**src/rtl/hazard_pkg.sv**
```systemverilog
//------------------------------------------------------------------------------
// hazard_pkg
// Shared definitions for the pipeline hazard unit: forward-select encodings,
// multi-cycle scoreboard state type and default multi-cycle latency.
// Revision: 1.0 - initial release
//------------------------------------------------------------------------------
`default_nettype none

package hazard_pkg;

  // E-stage operand source selects
  localparam logic [1:0] FWD_RF  = 2'b00;
  localparam logic [1:0] FWD_WB  = 2'b01;
  localparam logic [1:0] FWD_MEM = 2'b10;

  // Default busy length of the multi-cycle unit, in cycles (legal 2..15)
  localparam int MC_LATENCY_DEFAULT = 4;

  // Multi-cycle scoreboard states
  typedef enum logic {
    MC_IDLE = 1'b0,
    MC_BUSY = 1'b1
  } mc_state_t;

  // A producer/consumer match that can never fire on register 0
  function automatic logic reg_hit(input logic       we,
                                   input logic [4:0] dst,
                                   input logic [4:0] src);
    return we && (dst != 5'd0) && (dst == src);
  endfunction

endpackage

`default_nettype wire

```
**src/rtl/hazard_ctrl_mc_scoreboard.sv**
```systemverilog
//------------------------------------------------------------------------------
// mc_scoreboard
// Tracks the single in-flight multi-cycle operation: busy counter, latched
// destination register and the currently pending destination seen by D.
// Revision: 1.0 - initial release
//------------------------------------------------------------------------------
`default_nettype none

module mc_scoreboard
  import hazard_pkg::*;
#(
  parameter int MC_LATENCY = MC_LATENCY_DEFAULT
) (
  input  logic       clk,
  input  logic       reset,
  input  logic       MultiCycleE,
  input  logic [4:0] WriteRegE,
  output logic       McBusy,
  output logic       McDone,
  output logic       PendValid,
  output logic [4:0] PendDest
);

  localparam logic [3:0] CNT_LOAD = 4'(MC_LATENCY - 1);

  mc_state_t  state_q;
  logic [3:0] cnt_q;
  logic [4:0] mc_dest_q;

  // Scoreboard FSM: a new op is accepted only from IDLE; BUSY counts down to 0
  always_ff @(posedge clk or negedge reset) begin
    if (!reset) begin
      state_q   <= MC_IDLE;
      cnt_q     <= 4'd0;
      mc_dest_q <= 5'd0;
    end else begin
      case (state_q)
        MC_IDLE: begin
          if (MultiCycleE) begin
            state_q   <= MC_BUSY;
            cnt_q     <= CNT_LOAD;
            mc_dest_q <= WriteRegE;
          end
        end
        MC_BUSY: begin
          // MultiCycleE here is ignored; D-stage stalling keeps it from happening
          if (cnt_q == 4'd0) begin
            state_q <= MC_IDLE;
          end else begin
            cnt_q <= cnt_q - 4'd1;
          end
        end
        default: state_q <= MC_IDLE;
      endcase
    end
  end

  // Status decoded purely from state registers, so reset forces them low at once
  always_comb begin
    McBusy    = (state_q == MC_BUSY);
    McDone    = (state_q == MC_BUSY) && (cnt_q == 4'd0);
    // An op entering E is already pending before it is latched
    PendValid = (state_q == MC_BUSY) || MultiCycleE;
    PendDest  = (state_q == MC_BUSY) ? mc_dest_q : WriteRegE;
  end

endmodule

`default_nettype wire

```
**src/rtl/hazard_ctrl.sv**
```systemverilog
//------------------------------------------------------------------------------
// hazard_ctrl
// Five-stage pipeline hazard unit: E- and D-stage forwarding selects, load-use,
// branch and multi-cycle stall detection, plus multi-cycle unit tracking.
// Optional macro HAZARD_PERF_EN adds saturating StallCount/FlushBranchCount.
// Revision: 1.0 - initial release
//------------------------------------------------------------------------------
`default_nettype none

module hazard_ctrl
  import hazard_pkg::*;
#(
  parameter int MC_LATENCY = MC_LATENCY_DEFAULT
) (
  input  logic        clk,
  input  logic        reset,
  input  logic [4:0]  RsD,
  input  logic [4:0]  RtD,
  input  logic [4:0]  RsE,
  input  logic [4:0]  RtE,
  input  logic [4:0]  WriteRegE,
  input  logic [4:0]  WriteRegM,
  input  logic [4:0]  WriteRegW,
  input  logic        RegWriteE,
  input  logic        RegWriteM,
  input  logic        RegWriteW,
  input  logic        MemtoRegE,
  input  logic        MemtoRegM,
  input  logic        BranchD,
  input  logic        MultiCycleD,
  input  logic        MultiCycleE,
  output logic        StallF,
  output logic        StallD,
  output logic        FlushE,
  output logic [1:0]  ForwardAE,
  output logic [1:0]  ForwardBE,
  output logic        ForwardAD,
  output logic        ForwardBD,
  output logic        McBusy,
  output logic        McDone
`ifdef HAZARD_PERF_EN
  ,
  output logic [15:0] StallCount,
  output logic [15:0] FlushBranchCount
`endif
);

  logic       pend_valid;
  logic [4:0] pend_dest;
  logic       lwstall;
  logic       branchstall;
  logic       mcstall;
  logic       stall;

  mc_scoreboard #(
    .MC_LATENCY (MC_LATENCY)
  ) u_mc_scoreboard (
    .clk         (clk),
    .reset       (reset),
    .MultiCycleE (MultiCycleE),
    .WriteRegE   (WriteRegE),
    .McBusy      (McBusy),
    .McDone      (McDone),
    .PendValid   (pend_valid),
    .PendDest    (pend_dest)
  );

  // Forwarding selects: the younger M result wins over W
  always_comb begin
    if (reg_hit(RegWriteM, WriteRegM, RsE))      ForwardAE = FWD_MEM;
    else if (reg_hit(RegWriteW, WriteRegW, RsE)) ForwardAE = FWD_WB;
    else                                         ForwardAE = FWD_RF;

    if (reg_hit(RegWriteM, WriteRegM, RtE))      ForwardBE = FWD_MEM;
    else if (reg_hit(RegWriteW, WriteRegW, RtE)) ForwardBE = FWD_WB;
    else                                         ForwardBE = FWD_RF;

    ForwardAD = reg_hit(RegWriteM, WriteRegM, RsD);
    ForwardBD = reg_hit(RegWriteM, WriteRegM, RtD);
  end

  // Stall sources; all three freeze F/D and bubble E in the same cycle
  always_comb begin
    lwstall     = MemtoRegE &&
                  (reg_hit(RegWriteE, WriteRegE, RsD) || reg_hit(RegWriteE, WriteRegE, RtD));
    branchstall = BranchD &&
                  (reg_hit(RegWriteE, WriteRegE, RsD) || reg_hit(RegWriteE, WriteRegE, RtD) ||
                   reg_hit(MemtoRegM, WriteRegM, RsD) || reg_hit(MemtoRegM, WriteRegM, RtD));
    mcstall     = pend_valid &&
                  (reg_hit(1'b1, pend_dest, RsD) || reg_hit(1'b1, pend_dest, RtD) || MultiCycleD);
    stall       = lwstall || branchstall || mcstall;
    StallF      = stall;
    StallD      = stall;
    FlushE      = stall;
  end

`ifdef HAZARD_PERF_EN
  logic [15:0] stall_cnt_q;
  logic [15:0] flush_br_cnt_q;

  // Saturating event counters for stall cycles and branch-induced stalls
  always_ff @(posedge clk or negedge reset) begin
    if (!reset) begin
      stall_cnt_q    <= 16'd0;
      flush_br_cnt_q <= 16'd0;
    end else begin
      if (stall && (stall_cnt_q != 16'hFFFF)) begin
        stall_cnt_q <= stall_cnt_q + 16'd1;
      end
      if (branchstall && (flush_br_cnt_q != 16'hFFFF)) begin
        flush_br_cnt_q <= flush_br_cnt_q + 16'd1;
      end
    end
  end

  assign StallCount       = stall_cnt_q;
  assign FlushBranchCount = flush_br_cnt_q;
`endif

endmodule

`default_nettype wire

```
**config.mk**
```make
export PLATFORM = sky130hd
export DESIGN_NAME = hazard_ctrl
export DESIGN_NICKNAME = d
export VERILOG_FILES = /design/src/rtl/hazard_pkg.sv /design/src/rtl/hazard_ctrl_mc_scoreboard.sv /design/src/rtl/hazard_ctrl.sv
export SDC_FILE = /design/constraint.sdc
export NUM_CORES = 1
export LEC_CHECK = 0
export CORE_MARGIN = 2
export CORE_UTILIZATION = 43
export CTS_BUF_LIST = sky130_fd_sc_hd__clkbuf_2 sky130_fd_sc_hd__clkbuf_4 sky130_fd_sc_hd__clkbuf_8
export DETAILED_ROUTE_END_ITERATION = 8
export PLACE_DENSITY = 0.83
export SKIP_LAST_GASP = 1
export SYNTH_ARGS = -nofsm -noshare
export SYNTH_HDL_FRONTEND = slang
export SYNTH_HIERARCHICAL = 1
export SYNTH_SLANG_ARGS = --single-unit
```
**constraint.sdc**
```tcl
create_clock -name clk -period 2.6 [get_ports clk]
set_input_delay 0.26 -clock clk [delete_from_list [all_inputs] [get_ports clk]]
set_output_delay 0.26 -clock clk [all_outputs]
set_load 0.02 [all_outputs]
```
# --- Yosys cells after proc, flatten, opt, wreduce, memory -nomap -nowiden ---
# Cells that the tools add are included.
# Widths: inputs -> output; s select.
op_classes:
  add_sub_neg: 1
  n_eq_ne: 12
  muxes: 11
  bitwise: 1
  n_reduce_logical: 35
op_table:
  columns: ["op", "n"]
  rows:
  - ["$eq 5x5->1", 10]
  - ["$logic_and 1x1->1", 20]
  - ["$reduce_bool 5->1", 4]
  - ["$logic_or 1x1->1", 8]
  - ["$mux 4", 2]
  - ["$pmux 4 s2", 1]
  - ["$mux 5", 1]
  - ["$logic_not 4->1", 1]
  - ["$mux 1", 4]
  - ["$mux 2", 2]
  - ["$ne 2x2->1 const B", 2]
  - ["$reduce_and 2->1", 2]
  - ["$sub 4x1->4 const B", 1]
  - ["$pmux 1 s2", 1]
  - ["$not 1->1", 1]
totals:
  register_bits: 10
  inputBits: 45
  out_inout_bits: 11
  wordCells: 63

# --- Longest topological paths before layout ---
logic_depth:
  ltp_word: 9
  depth_mapped: 8
  mapped_depth_nobuf: 6

# --- Modules after synthesis ---
# Netlist, hierarchy kept.
modules_own_cells:
  columns: ["module", "instances", "cells_each", "area_per_inst_um2", "seq_area_each_um2"]
  rows:
  - ["hazard_ctrl", 1, 95, 710.7, 0.0]
  - ["mc_scoreboard", 1, 42, 525.5, 250.2]

# --- Least setup slack after synthesis ---
# Ideal clock, no wire load.
synth_timing:
  path_type: "register to output"
  start: "register u_mc_scoreboard.state_q, in the netlist u_mc_scoreboard/McBusy"
  end: "output StallD"
  arrival_ns: 2.358
  setup_slack_ns: -0.018
  stages_incl_launch_ff: 7
  n_path_buf: 2
  cell_sequence: "dfrtp_1 buf_4 mux2_1 or4_1 o221ai_1 nand4_1 buf_4"
synth_between:
  elab_chain_cells: 7
synth_lines:
  columns: ["item", "line", "text"]
  rows:
  - ["from (decl)", "hazard_ctrl_mc_scoreboard.sv:26", "mc_state_t state_q;"]
  - ["from (signal assigned)", "hazard_ctrl_mc_scoreboard.sv:33", "state_q <= MC_IDLE;"]
  - ["from (signal assigned)", "hazard_ctrl_mc_scoreboard.sv:40", "state_q <= MC_BUSY;"]
  - ["from (signal assigned)", "hazard_ctrl_mc_scoreboard.sv:48", "state_q <= MC_IDLE;"]
  - ["$mux 5 *", "hazard_ctrl_mc_scoreboard.sv:64", "PendDest = (state_q == MC_BUSY) ? mc_dest_q : WriteRegE;"]
  - ["named net pend_dest[1]", "hazard_ctrl.sv:49", "logic [4:0] pend_dest;"]
  - ["$eq 5x5->1 / $reduce_bool 5->1 (equally long branches)", "hazard_pkg.sv:29", "return we && (dst != 5'd0) && (dst == src);"]
  - ["$logic_and 1x1->1", "hazard_pkg.sv:29", null]
  - ["$logic_or 1x1->1 * (2 in a row)", "hazard_ctrl.sv:90", "(reg_hit(1'b1, pend_dest, RsD) || reg_hit(1'b1, pend_dest, RtD) || MultiCycleD);"]
  - ["$logic_and 1x1->1 *", "hazard_ctrl.sv:89", "mcstall = pend_valid &&"]
  - ["$logic_or 1x1->1 *", "hazard_ctrl.sv:91", "stall = lwstall || branchstall || mcstall;"]
  - ["to (decl)", "hazard_ctrl.sv:33", "output logic StallD,"]
# Mark *: on every way through the listed nets, which the timed path passes. The rest lies on a longest branch.

# --- Worst setup path in the final report ---
layout_timing:
  start: "input WriteRegM[1]"
  end: "output ForwardBE[1]"
layout_between:
  elab_chain_cells: 4
layout_lines:
  columns: ["item", "line", "text"]
  rows:
  - ["from (decl)", "hazard_ctrl.sv:22", "input logic [4:0] WriteRegM,"]
  - ["$reduce_bool 5->1", "hazard_pkg.sv:29", null]
  - ["$logic_and 1x1->1", "hazard_pkg.sv:29", null]
  - ["$logic_and 1x1->1 *", "hazard_pkg.sv:29", null]
  - ["$mux 2 *", "hazard_ctrl.sv:74", "if (reg_hit(RegWriteM, WriteRegM, RtE)) ForwardBE = FWD_MEM;"]
  - ["to (decl)", "hazard_ctrl.sv:36", "output logic [1:0] ForwardBE,"]
# Every way passes the cells marked *; elsewhere a longest branch is shown, timed or not.

==> results_dict.tcl <==
set metrics [dict create \
    detailedPlacementHpwl_mm 3.16 \
    ys_seq_area_share_pct 20.2 \
    yosysTopAreaCellShare_pct 20.2 \
    core-area_um2 2730 \
    grt_pass1_vias 1357 \
    numCtsBuffers 3 \
    holdWs_ns 0.294 \
    drt-initial-drc-count 40 \
    synth_edf_count 0 \
    ys_ff_latch 10 \
    crit_path_end_kind "primary output" \
    fin_cells 241 \
    syn_inst 137 \
    wl_mm 3.70 \
    clockPowerShare_pct 12.4 \
    grt_use_total_pct 23.1 \
    rsz0062_at_grt "false" \
    cts_sinks 10 \
    dieArea_um2 3320 \
    cp-start-kind "input port" \
    grt_first_pass_wirelength_mm 5.91 \
    clk_latency_ns 0.27 \
    areaGrowthSynthToFinish_pct 58.5 \
    max-vdd-ir-drop_uv 624 \
    fill_cells 214 \
    post_drt_wl_per_cell_um 15.3 \
    synth-warning-count 6 \
    setup_violations 0 \
    internal_power_uw 702 \
    synth_area_um2 1240 \
    synth.top_cells.by_count "26 x xor2_1, 24 x xnor2_1, 10 x dfrtp_1, 10 x mux2_1" \
    min_period_ns 2.52 \
    placed_cells 237 \
    synthTopCellsByArea "dfrtp_1 20%, xor2_1 18%, xnor2_1 17%, mux2_1 9.1%, buf_4 4.3%" \
    synth_most_common_cell "xor2_1" \
    cts_tree "done" \
    htreeDepth 1 \
    cp-startpoint "WriteRegM[1]" \
    io_buffers 55 \
    grt_max_degree 11 \
    async_reset_ff_share_pct 100 \
    antennaDiodeCount 0 \
    slew-limit-headroom_pct 70.4 \
    holdCritPathClass "in2async" \
    power.density_nw_per_um2 582 \
    worstMarginPinSlew_ns 0.442 \
    p_comb_share_pct 62.9 \
    clockBufferDepth 2 \
    globalRouteOverflowTotal 0 \
    maxCapViolCount 0 \
    seqCellArea_um2 251 \
    skew_ns 0.00652 \
    ant_nets 0 \
    criticalPathCategory "in2out" \
    antenna_found_initial 0 \
    syn-num-nets 183 \
    dr.pass1.iters 4 \
    rr_worst_depth 6 \
    ys.flop_type "dfrtp_1" \
    status "finished clean" \
    cts_setup_buffers 0 \
    layout-drive-gt1-share_pct 17.6 \
    drc_errors 0 \
    clkSlewWorstSetupHoldPaths_ns 0.07 \
    vias 1261 \
    fmax_mhz 397 \
    crit_arrival_ns 2.26 \
    die_w_um 57.6 \
    core.rowCount 19 \
    netSwitchingFraction_pct 38.4 \
    synth_cell_types 32 \
    fin_crit_sh_pct 96.8 \
    yosysTopAreaCell "dfrtp_1" \
    vias_per_cell 5.23 \
    r2r-start "u_mc_scoreboard/cnt_q[0]" \
    worstPathRequired_ns 2.34 \
    initial_utilization_pct 45.2 \
    multi_input_comb_area_um2 920 \
    power.switching_uw 438 \
    dieHeight_um 57.6 \
    finalHoldViolCount 0 \
    drv_slew 0 \
    avgSynthCellArea_um2 9.02 \
    leakagePower_uw 0.000791 \
    p_seq_share_pct 24.7 \
    ios 56 \
    nets 257 \
    place.gp.congestion 0.915 \
    cts_root_buffer "clkbuf_4" \
    path_max_fanout 4 \
]
[kinds of logic after synthesis]
| group | count (synthesis) | synth area share, % |
|---|---|---|
| xor+xnor | 50 | 35.4 |
| buf+inv | 12 | 5.87 |
| compound gates | 11 | 5.97 |
| simple gates | 42 | 21.6 |
| mux | 11 | 9.92 |
| flops | 10 | 20.2 |
| fa+ha+maj | 1 | 1.01 |
[area by class of cell]
cell class / count / share of cell area [%]
Sequential cell: 10 / 12.8
Clock buffer: 4 / 1.85
Tap cell: 31 / 1.98
Inverter: 4 / 0.766
Timing Repair Buffer: 77 / 35.6
Multi-Input combinational cell: 115 / 46.9
[worst max-delay path, stage by stage]
cell             delay (ns)
clkdlybuf4s50_1        0.57
nor3_1                 0.08
nand2_1                0.10
nand2_1                0.14
nor4_1                 0.35
buf_4                  0.18
clkdlybuf4s50_1        0.59
[cells in the final DEF (no fill, tap or decap), drive strengths merged, types with 4 or more instances in the layout]
cell | synthesis | final
mux2 | 10 | 10
inv | 4 | 4
nor3 | 9 | 9
xor2 | 26 | 26
xnor2 | 24 | 24
buf | 8 | 22
nand3 | 9 | 9
nor2 | 4 | 4
clkdlybuf4s50 | 0 | 50
dfrtp | 10 | 10
or4 | 4 | 4
nor4 | 4 | 4
clkbuf | 0 | 7
nand2 | 6 | 6
[final timing paths]
| check | to | slack [ns] |
|---|---|---|
| hold reg to reg | u_mc_scoreboard/mc_dest_q[0] | 0.50 |
| setup reg to reg | u_mc_scoreboard/cnt_q[0] | 1.29 |
| hold / removal | u_mc_scoreboard/cnt_q[1] | 0.29 |
| setup / recovery | ForwardBE[1] | 0.08 |
| max in group asynchronous | u_mc_scoreboard/McBusy | 1.98 |
| min in group clk | u_mc_scoreboard/mc_dest_q[0] | 0.50 |
[registers in the layout, indices dropped and copies added, names as in the netlist]
signal and cells:
u_mc_scoreboard/McBusy 1, u_mc_scoreboard/cnt_q 4, u_mc_scoreboard/mc_dest_q 5
[through the flow]
step                total power, uW  TNS, ns  cell area, um2  setup slack (ns)  utilization [%]
floorplan                       742        0            1240            0.0821                -
global placement                973   -0.311            1930            -0.104             70.8
detailed placement             1010   -0.545            1930            -0.178             70.8
CTS                            1150        0            1960           0.00792             71.9
global route                   1230        0            1960            0.0205             71.7
finish                         1140        0            1960            0.0837             71.7
[power by group through the flow]
stage / clock (uW) / sequential, uW / combinational (uW)
after floorplan: 0 / 277 / 465
after global placement: 0 / 278 / 695
after detailed placement: 0 / 282 / 730
after CTS: 145 / 280 / 723
after global routing: 157 / 292 / 781
final: 142 / 281 / 717
[routing by layer]
metal / vias up / share of wire [%] / routed length, um / global-route usage, %
met5: - / 0 / 0 / 0
li1: 619 / - / - / -
met3: 8 / 5.8 / 216 / 2.23
met4: 0 / 1.9 / 72 / 8.97
met2: 51 / 53 / 1950 / 45.3
met1: 583 / 39 / 1450 / 25.1
[what timing repair did]
| action | in CTS | in global routing |
|---|---|---|
| hold buffers | 0 | 0 |
| resized for setup | 5 | 7 |
| endpoints found under the setup margin | 5 | 4 |
| endpoints found under the hold margin | 0 | 0 |
Power figures use the tool's default switching activity.
